===== src/rtl/sobel_window_gradient.sv =====
// Streaming 3x3 Sobel gradient magnitudes (|Gx|, |Gy|) over a raster-order 8-bit frame.
// Two row line buffers feed a shifting 3x3 window; results appear two edges after the completing pixel.
module sobel_window_gradient #(
   parameter int unsigned IMG_WIDTH  = 16,
   parameter int unsigned IMG_HEIGHT = 16
) (
   input  logic        clk,
   input  logic        rst,
   input  logic [7:0]  pixel_in,
   input  logic        pixel_valid,
   output logic [10:0] gx,
   output logic [10:0] gy,
   output logic        start_t_grad,
   output logic        frame_done
);

   localparam int unsigned CW = (IMG_WIDTH  > 1) ? $clog2(IMG_WIDTH)  : 1;
   localparam int unsigned RW = (IMG_HEIGHT > 1) ? $clog2(IMG_HEIGHT) : 1;
   localparam int unsigned SW = 12;

   typedef enum logic [1:0] {IDLE, FILL, STREAM} state_t;

   state_t          state, state_nx;
   logic [CW-1:0]   col;
   logic [RW-1:0]   row;
   logic            accept;
   logic            col_last, row_last;
   logic [7:0]      lb_a [IMG_WIDTH];
   logic [7:0]      lb_b [IMG_WIDTH];
   logic [7:0]      win  [3][3];
   logic            v1, v2, last1, last2;
   logic [SW-1:0]   pos_x, neg_x, pos_y, neg_y;
   logic signed [SW-1:0] diff_x, diff_y, dx_q, dy_q;

   assign accept   = pixel_valid & ~rst;
   assign col_last = (col == CW'(IMG_WIDTH - 1));
   assign row_last = (row == RW'(IMG_HEIGHT - 1));

   always_ff @(posedge clk) begin
      if (rst) state <= IDLE;
      else     state <= state_nx;
   end

   always_comb begin
      state_nx = state;
      case (state)
         IDLE:    if (accept) state_nx = FILL;
         FILL:    if (accept && row == RW'(1) && col_last) state_nx = STREAM;
         STREAM:  if (accept && row_last && col_last) state_nx = IDLE;
         default: state_nx = IDLE;
      endcase
   end

   always_ff @(posedge clk) begin
      if (rst) begin
         col <= '0;
         row <= '0;
      end else if (accept) begin
         if (col_last) begin
            col <= '0;
            row <= row_last ? '0 : row + RW'(1);
         end else begin
            col <= col + CW'(1);
         end
      end
   end

   // lb_a holds the row above the current one, lb_b the row above that
   always_ff @(posedge clk) begin
      if (accept) begin
         lb_b[col] <= lb_a[col];
         lb_a[col] <= pixel_in;
      end
   end

   always_ff @(posedge clk) begin
      if (rst) begin
         for (int r = 0; r < 3; r++)
            for (int c = 0; c < 3; c++)
               win[r][c] <= '0;
      end else if (accept) begin
         for (int r = 0; r < 3; r++) begin
            win[r][0] <= win[r][1];
            win[r][1] <= win[r][2];
         end
         win[0][2] <= lb_b[col];
         win[1][2] <= lb_a[col];
         win[2][2] <= pixel_in;
      end
   end

   always_comb begin
      pos_x  = SW'(win[0][2]) + SW'({win[1][2], 1'b0}) + SW'(win[2][2]);
      neg_x  = SW'(win[0][0]) + SW'({win[1][0], 1'b0}) + SW'(win[2][0]);
      pos_y  = SW'(win[2][0]) + SW'({win[2][1], 1'b0}) + SW'(win[2][2]);
      neg_y  = SW'(win[0][0]) + SW'({win[0][1], 1'b0}) + SW'(win[0][2]);
      diff_x = $signed(pos_x - neg_x);
      diff_y = $signed(pos_y - neg_y);
   end

   // Stage 1 captures signed gradients of a completed window; stage 2 takes magnitudes
   always_ff @(posedge clk) begin
      if (rst) begin
         v1           <= 1'b0;
         v2           <= 1'b0;
         last1        <= 1'b0;
         last2        <= 1'b0;
         dx_q         <= '0;
         dy_q         <= '0;
         gx           <= '0;
         gy           <= '0;
         start_t_grad <= 1'b0;
         frame_done   <= 1'b0;
      end else begin
         v1    <= accept && (row >= RW'(2)) && (col >= CW'(2));
         last1 <= accept && row_last && col_last;
         v2    <= v1;
         last2 <= v1 && last1;
         if (v1) begin
            dx_q <= diff_x;
            dy_q <= diff_y;
         end
         if (v2) begin
            gx <= dx_q[SW-1] ? 11'(-dx_q) : 11'(dx_q);
            gy <= dy_q[SW-1] ? 11'(-dy_q) : 11'(dy_q);
         end
         start_t_grad <= v2;
         frame_done   <= v2 && last2;
      end
   end

endmodule


===== config.mk =====
export PLATFORM = sky130hd
export DESIGN_NAME = sobel_window_gradient
export DESIGN_NICKNAME = d
export VERILOG_FILES = /design/src/rtl/sobel_window_gradient.sv
export SDC_FILE = /design/constraint.sdc
export NUM_CORES = 1
export LEC_CHECK = 0
export CAP_MARGIN = 30
export CORE_MARGIN = 4
export CORE_UTILIZATION = 32
export DETAILED_ROUTE_END_ITERATION = 10
export HOLD_SLACK_MARGIN = 0.12
export PLACE_DENSITY_LB_ADDON = 0.15
export SLEW_MARGIN = 20
export SYNTH_ARGS = -nofsm -noshare
export SYNTH_HDL_FRONTEND = slang
export SYNTH_SLANG_ARGS = --single-unit
export TNS_END_PERCENT = 50

===== constraint.sdc =====
create_clock -name clk -period 4.26 [get_ports clk]
set_input_delay 1.065 -clock clk [delete_from_list [all_inputs] [get_ports clk]]
set_output_delay 1.065 -clock clk [all_outputs]
set_load 0.03 [all_outputs]

# After elaboration in Yosys (flattened, before gate mapping)
# Memories as Yosys holds them, arrays and structs flattened. A register that Yosys moved wholly into a read port is not among the register bits.
# Index checks and enable logic that the tools add are counted.
op_classes:
  add_sub_neg: 14
  muxes: 23
  eq_ne: 2
  n_lt_le_gt_ge: 2
  n_reduce_logical: 7
  n_bitwise: 11
ops:
  columns: ["op", "count"]
  rows:
  - ["$mux W8", 9]
  - ["$add A10 B8 Y11", 4]
  - ["$add A8 B9 Y10", 4]
  - ["$mux W4", 6]
  - ["$sub A11 B11 Y12", 2]
  - ["$mux W11", 2]
  - ["$neg A11 Y11", 2]
  - ["$or A1 B1 Y1", 9]
  - ["$add A4 B1 Y4 const B", 2]
  - ["$eq A4 B4 Y1 const B", 2]
  - ["$ge A4 B2 Y1 const B", 2]
  - ["$logic_and A1 B1 Y1", 6]
  - ["$mux W1", 6]
  - ["$reduce_and A2 Y1", 1]
  - ["$and A1 B1 Y1", 1]
  - ["$not A1 Y1", 1]
totals:
  word_cells: 74
  out_inout_bits: 24
  register_bits: 60
  ramBits: 328
  n_memories: 3
memory_table:
  columns: ["name", "depth", "word_bits", "read_ports", "rd_ports_with_merged_regs", "write_ports", "line_no", "text"]
  rows:
  - ["lb_a", 16, 8, 1, 1, 1, "28", "logic [7:0] lb_a [IMG_WIDTH];"]
  - ["lb_b", 16, 8, 1, 1, 1, "29", "logic [7:0] lb_b [IMG_WIDTH];"]
  - ["win", 3, 24, 3, 0, 3, "30", "logic [7:0] win [3][3];"]

# Longest topological paths before layout
depth:
  word_depth: 6
  ltp_mapped: 12

# Worst setup path after synthesis
# Ideal clock, no wire load.
synth_path:
  kind: "register to register"
  start: "memory win[0][2] in the netlist's numbering"
  end: "register dy_q[9]"
  arrival_ps: 3500
  stages_incl_launch_ff: 12
  setup_ps: 122
  slack_ps: 637
  period_less_slack_ps: 3623
  path_cell_list: "edfxtp_1 inv_1 fa_1 fa_1 inv_1 fa_1 inv_1 fa_1 a211oi_1 o211ai_1 and3_1 a311o_1"
synth_rtl:
  columns: ["element", "line_no", "text"]
  rows:
  - ["start, declared", "30", null]
  - ["end signal, assigned", "121", "dy_q <= diff_y;"]
  - ["end, declared", "33", "logic signed [SW-1:0] diff_x, diff_y, dx_q, dy_q;"]

==> results.md <==
- Startpoint types: flop
- Vias in the first global route: 10.19k
- Synth top cells by count: edfxtp_1, inv_1, nor2_1
- Share of post-route cells with drive strength above 1: 0.1457
- Clk buf depth: 3
- Power Density: 485.7 mW/mm2
- Total Routed Length: 41.38 mm
- Initial antenna violation count: 0
- Buffers on Ports: 34
- Pwr Total: 10.04 mW
- Row Count: 86
- Postcts setup bufs: 0
- First-pass GRT wire length: 63.91 mm
- Global routing's busiest layer: met2
- Rel. slew slack: 0.4861
- Vias: 9529
- CTS tree: built
- GR Util met2: 0.2442
- Netlist cell types: 65
- Min-delay worst type: flop to flop
- Synth warnings: 0
- Routed Antenna Nets: 0
- Hold_buf cts: 0
- GR Util met3: 0.02168
- Setup ws final: 0.3494 ns
- Synth area leader: edfxtp_1
- Leak: 7.115 nW
- Die Ht: 243.9 um
- I/O Pins: 35
- #FFs+latches synth: 392
- Maxcap violations: 0
- Final Hold Viols: 0
- Worst endpoint required time: 4.73 ns
- Most frequent cell after synthesis: edfxtp_1
- Routed vias/inst: 4.722
- Final setup violation count: 0
- Fmax: 255.7 MHz
- Clk slew on worst S/H paths: 0.06 ns
- Crit Path Max Fanout: 3
- Die footprint: 0.05950 mm2
- Worst Tran Pin Value: 0.7662 ns
- Tmin final: 3.911 ns
- Core area: 0.05509 mm2
- Crit. End Element: flop
- Sink Count: 392
- Fin Setup TNS: 0 ns
- 1st-iter DRT viols: 482
- Top cells by area, synth: edfxtp_1, dfxtp_1, fa_1, mux4_2, mux4_1
- Post-synth EDFFs: 328
- Total gr overflow: 0
- Syn Nets: 1262
- Dominant synthesized flop cell: edfxtp_1
- Filler cells: 5260
- Outcome: finished, final reports clean
- Crit Path Class: flop to flop
- Post-CTS Resized: 0
- Synth Instances: 1157
- HPWL Detailed: 26.19 mm
- Synth top area share: 0.5530
- Total GRT Usage: 0.1413
- Sequential Area: 0.01114 mm2
- Fin crit share: 0.9180
- CP arrival: 4.38 ns
- Async S/R FF share, synth: 0
- Routed length per placed instance: 20.50 um
- Die width: 243.9 um
- Peak VDD IR: 0.3156 mV
- Nets: 1336
- Antenna diodes: 0
- Synthesized cell area: 0.01781 mm2
- Final worst clock skew: 0.03744 ns
- Mean post-synth cell area: 15.39 um2
- Worst slack at placement: 0.3295 ns
- Area of the multi-input gates: 0.005898 mm2
- Clock root buffer master: clkbuf_16
- Max Slew Vio Count: 0
- Drt drc: 0
- GP Congestion: 0.7675
- H-tree depth: 2
- Met1 usage: 0.1872
- Clock buffers created by TritonCTS: 47
- Largest net degree at the start of global routing: 73
- Starting Density: 0.3233
- Syn-to-layout area delta: 16.09%
- Router iterations before antenna repair: 5
- RSZ-0062 raised after global routing: no
- Worst-Skew Late Latency: 0.59 ns
- Register area share after synthesis: 0.6249
report_power, final:
group / leakage (nW) / switching, mW / total [mW] / internal, mW
Combinational: 2.76 / 1.13 / 1.89 / 0.758
Sequential: 3.62 / 0.0509 / 4.30 / 4.25
Clock: 0.738 / 1.66 / 3.85 / 2.19
registers in the layout, indices dropped and copies added, names as in the netlist, named ones only:
signal / count
col: 4
dx_q: 12
dy_q: 12
frame_done: 1
gx: 11
gy: 11
last1: 1
last2: 1
lb_a: 128
lb_b: 128
row: 4
start_t_grad: 1
v1: 1
v2: 1
win: 72
critical path, cell delays in order (launching register included):
cell,delay [ns]
edfxtp_1,0.38
inv_1,0.09
fa_1,0.51
fa_1,0.55
inv_1,0.06
fa_1,0.53
inv_1,0.08
fa_1,0.47
a211oi_1,0.41
o211ai_1,0.23
and3_1,0.20
a311o_1,0.32
cell families (layout without fill, tap and decap cells):
| family | Yosys count | count (layout) | synth area share |
|---|---|---|---|
| AO/OA/AOI/OAI | 150 | 150 | 0.06147 |
| adder cells (fa/ha/maj) | 94 | 94 | 0.09217 |
| XOR/XNOR | 17 | 17 | 0.008360 |
| buffers and inverters | 193 | 306 | 0.04721 |
| flip-flops | 392 | 392 | 0.6249 |
| multiplexers | 98 | 98 | 0.1057 |
| AND/OR/NAND/NOR | 213 | 213 | 0.06013 |
placed cells by master (no fill, tap or decap), drive strengths merged, types with 16 or more instances in the layout:
cell type	synthesis	final
a21oi	24	24
mux4	64	64
mux2i	34	34
clkinv	2	28
a211oi	40	40
buf	25	42
nor3	16	16
inv	140	145
ha	32	32
clkbuf	26	55
nor2	80	80
fa	62	62
and2	33	33
dfxtp	64	64
o21ai	16	16
clkdlybuf4s50	0	33
nand2	23	23
edfxtp	328	328
cell type report:
| cell class | count | area share |
|---|---|---|
| multi-input combinational | 572 | 0.2852 |
| sequential | 392 | 0.5386 |
| timing repair buffer | 76 | 0.03255 |
| clock buffer | 54 | 0.05863 |
| inverter | 142 | 0.02578 |
| tap | 748 | 0.04526 |
| clock inverter | 34 | 0.01392 |
stage by stage:
stage	cells	util	hold slack, ns	instance area [um2]
finish	2018	0.3753	0.4366	20680
global route	2018	0.3753	0.4480	20680
detailed placement	1928	0.3478	0.4309	19160
global placement	1928	0.3478	0.4310	19160
CTS	2016	0.3750	0.4443	20660
floorplan	1157	-	0.4057	17810
final timing paths:
path,start,to,slack (ns),cells after the start
hold reg to reg,last2,frame_done,0.44,1
setup / recovery,win[0][2],dy_q[9],0.35,11
setup reg to reg,win[0][2],dy_q[9],0.35,11
hold / removal,last2,frame_done,0.44,1
per-layer routing:
| metal | vias to the layer above | share of wire |
|---|---|---|
| met1 | 4905 | 0.45 |
| met4 | 0 | 0.019 |
| met3 | 57 | 0.033 |
| met2 | 109 | 0.50 |
| li1 | 4458 | - |
| met5 | - | 0 |
Power figures use the tool's default switching activity.
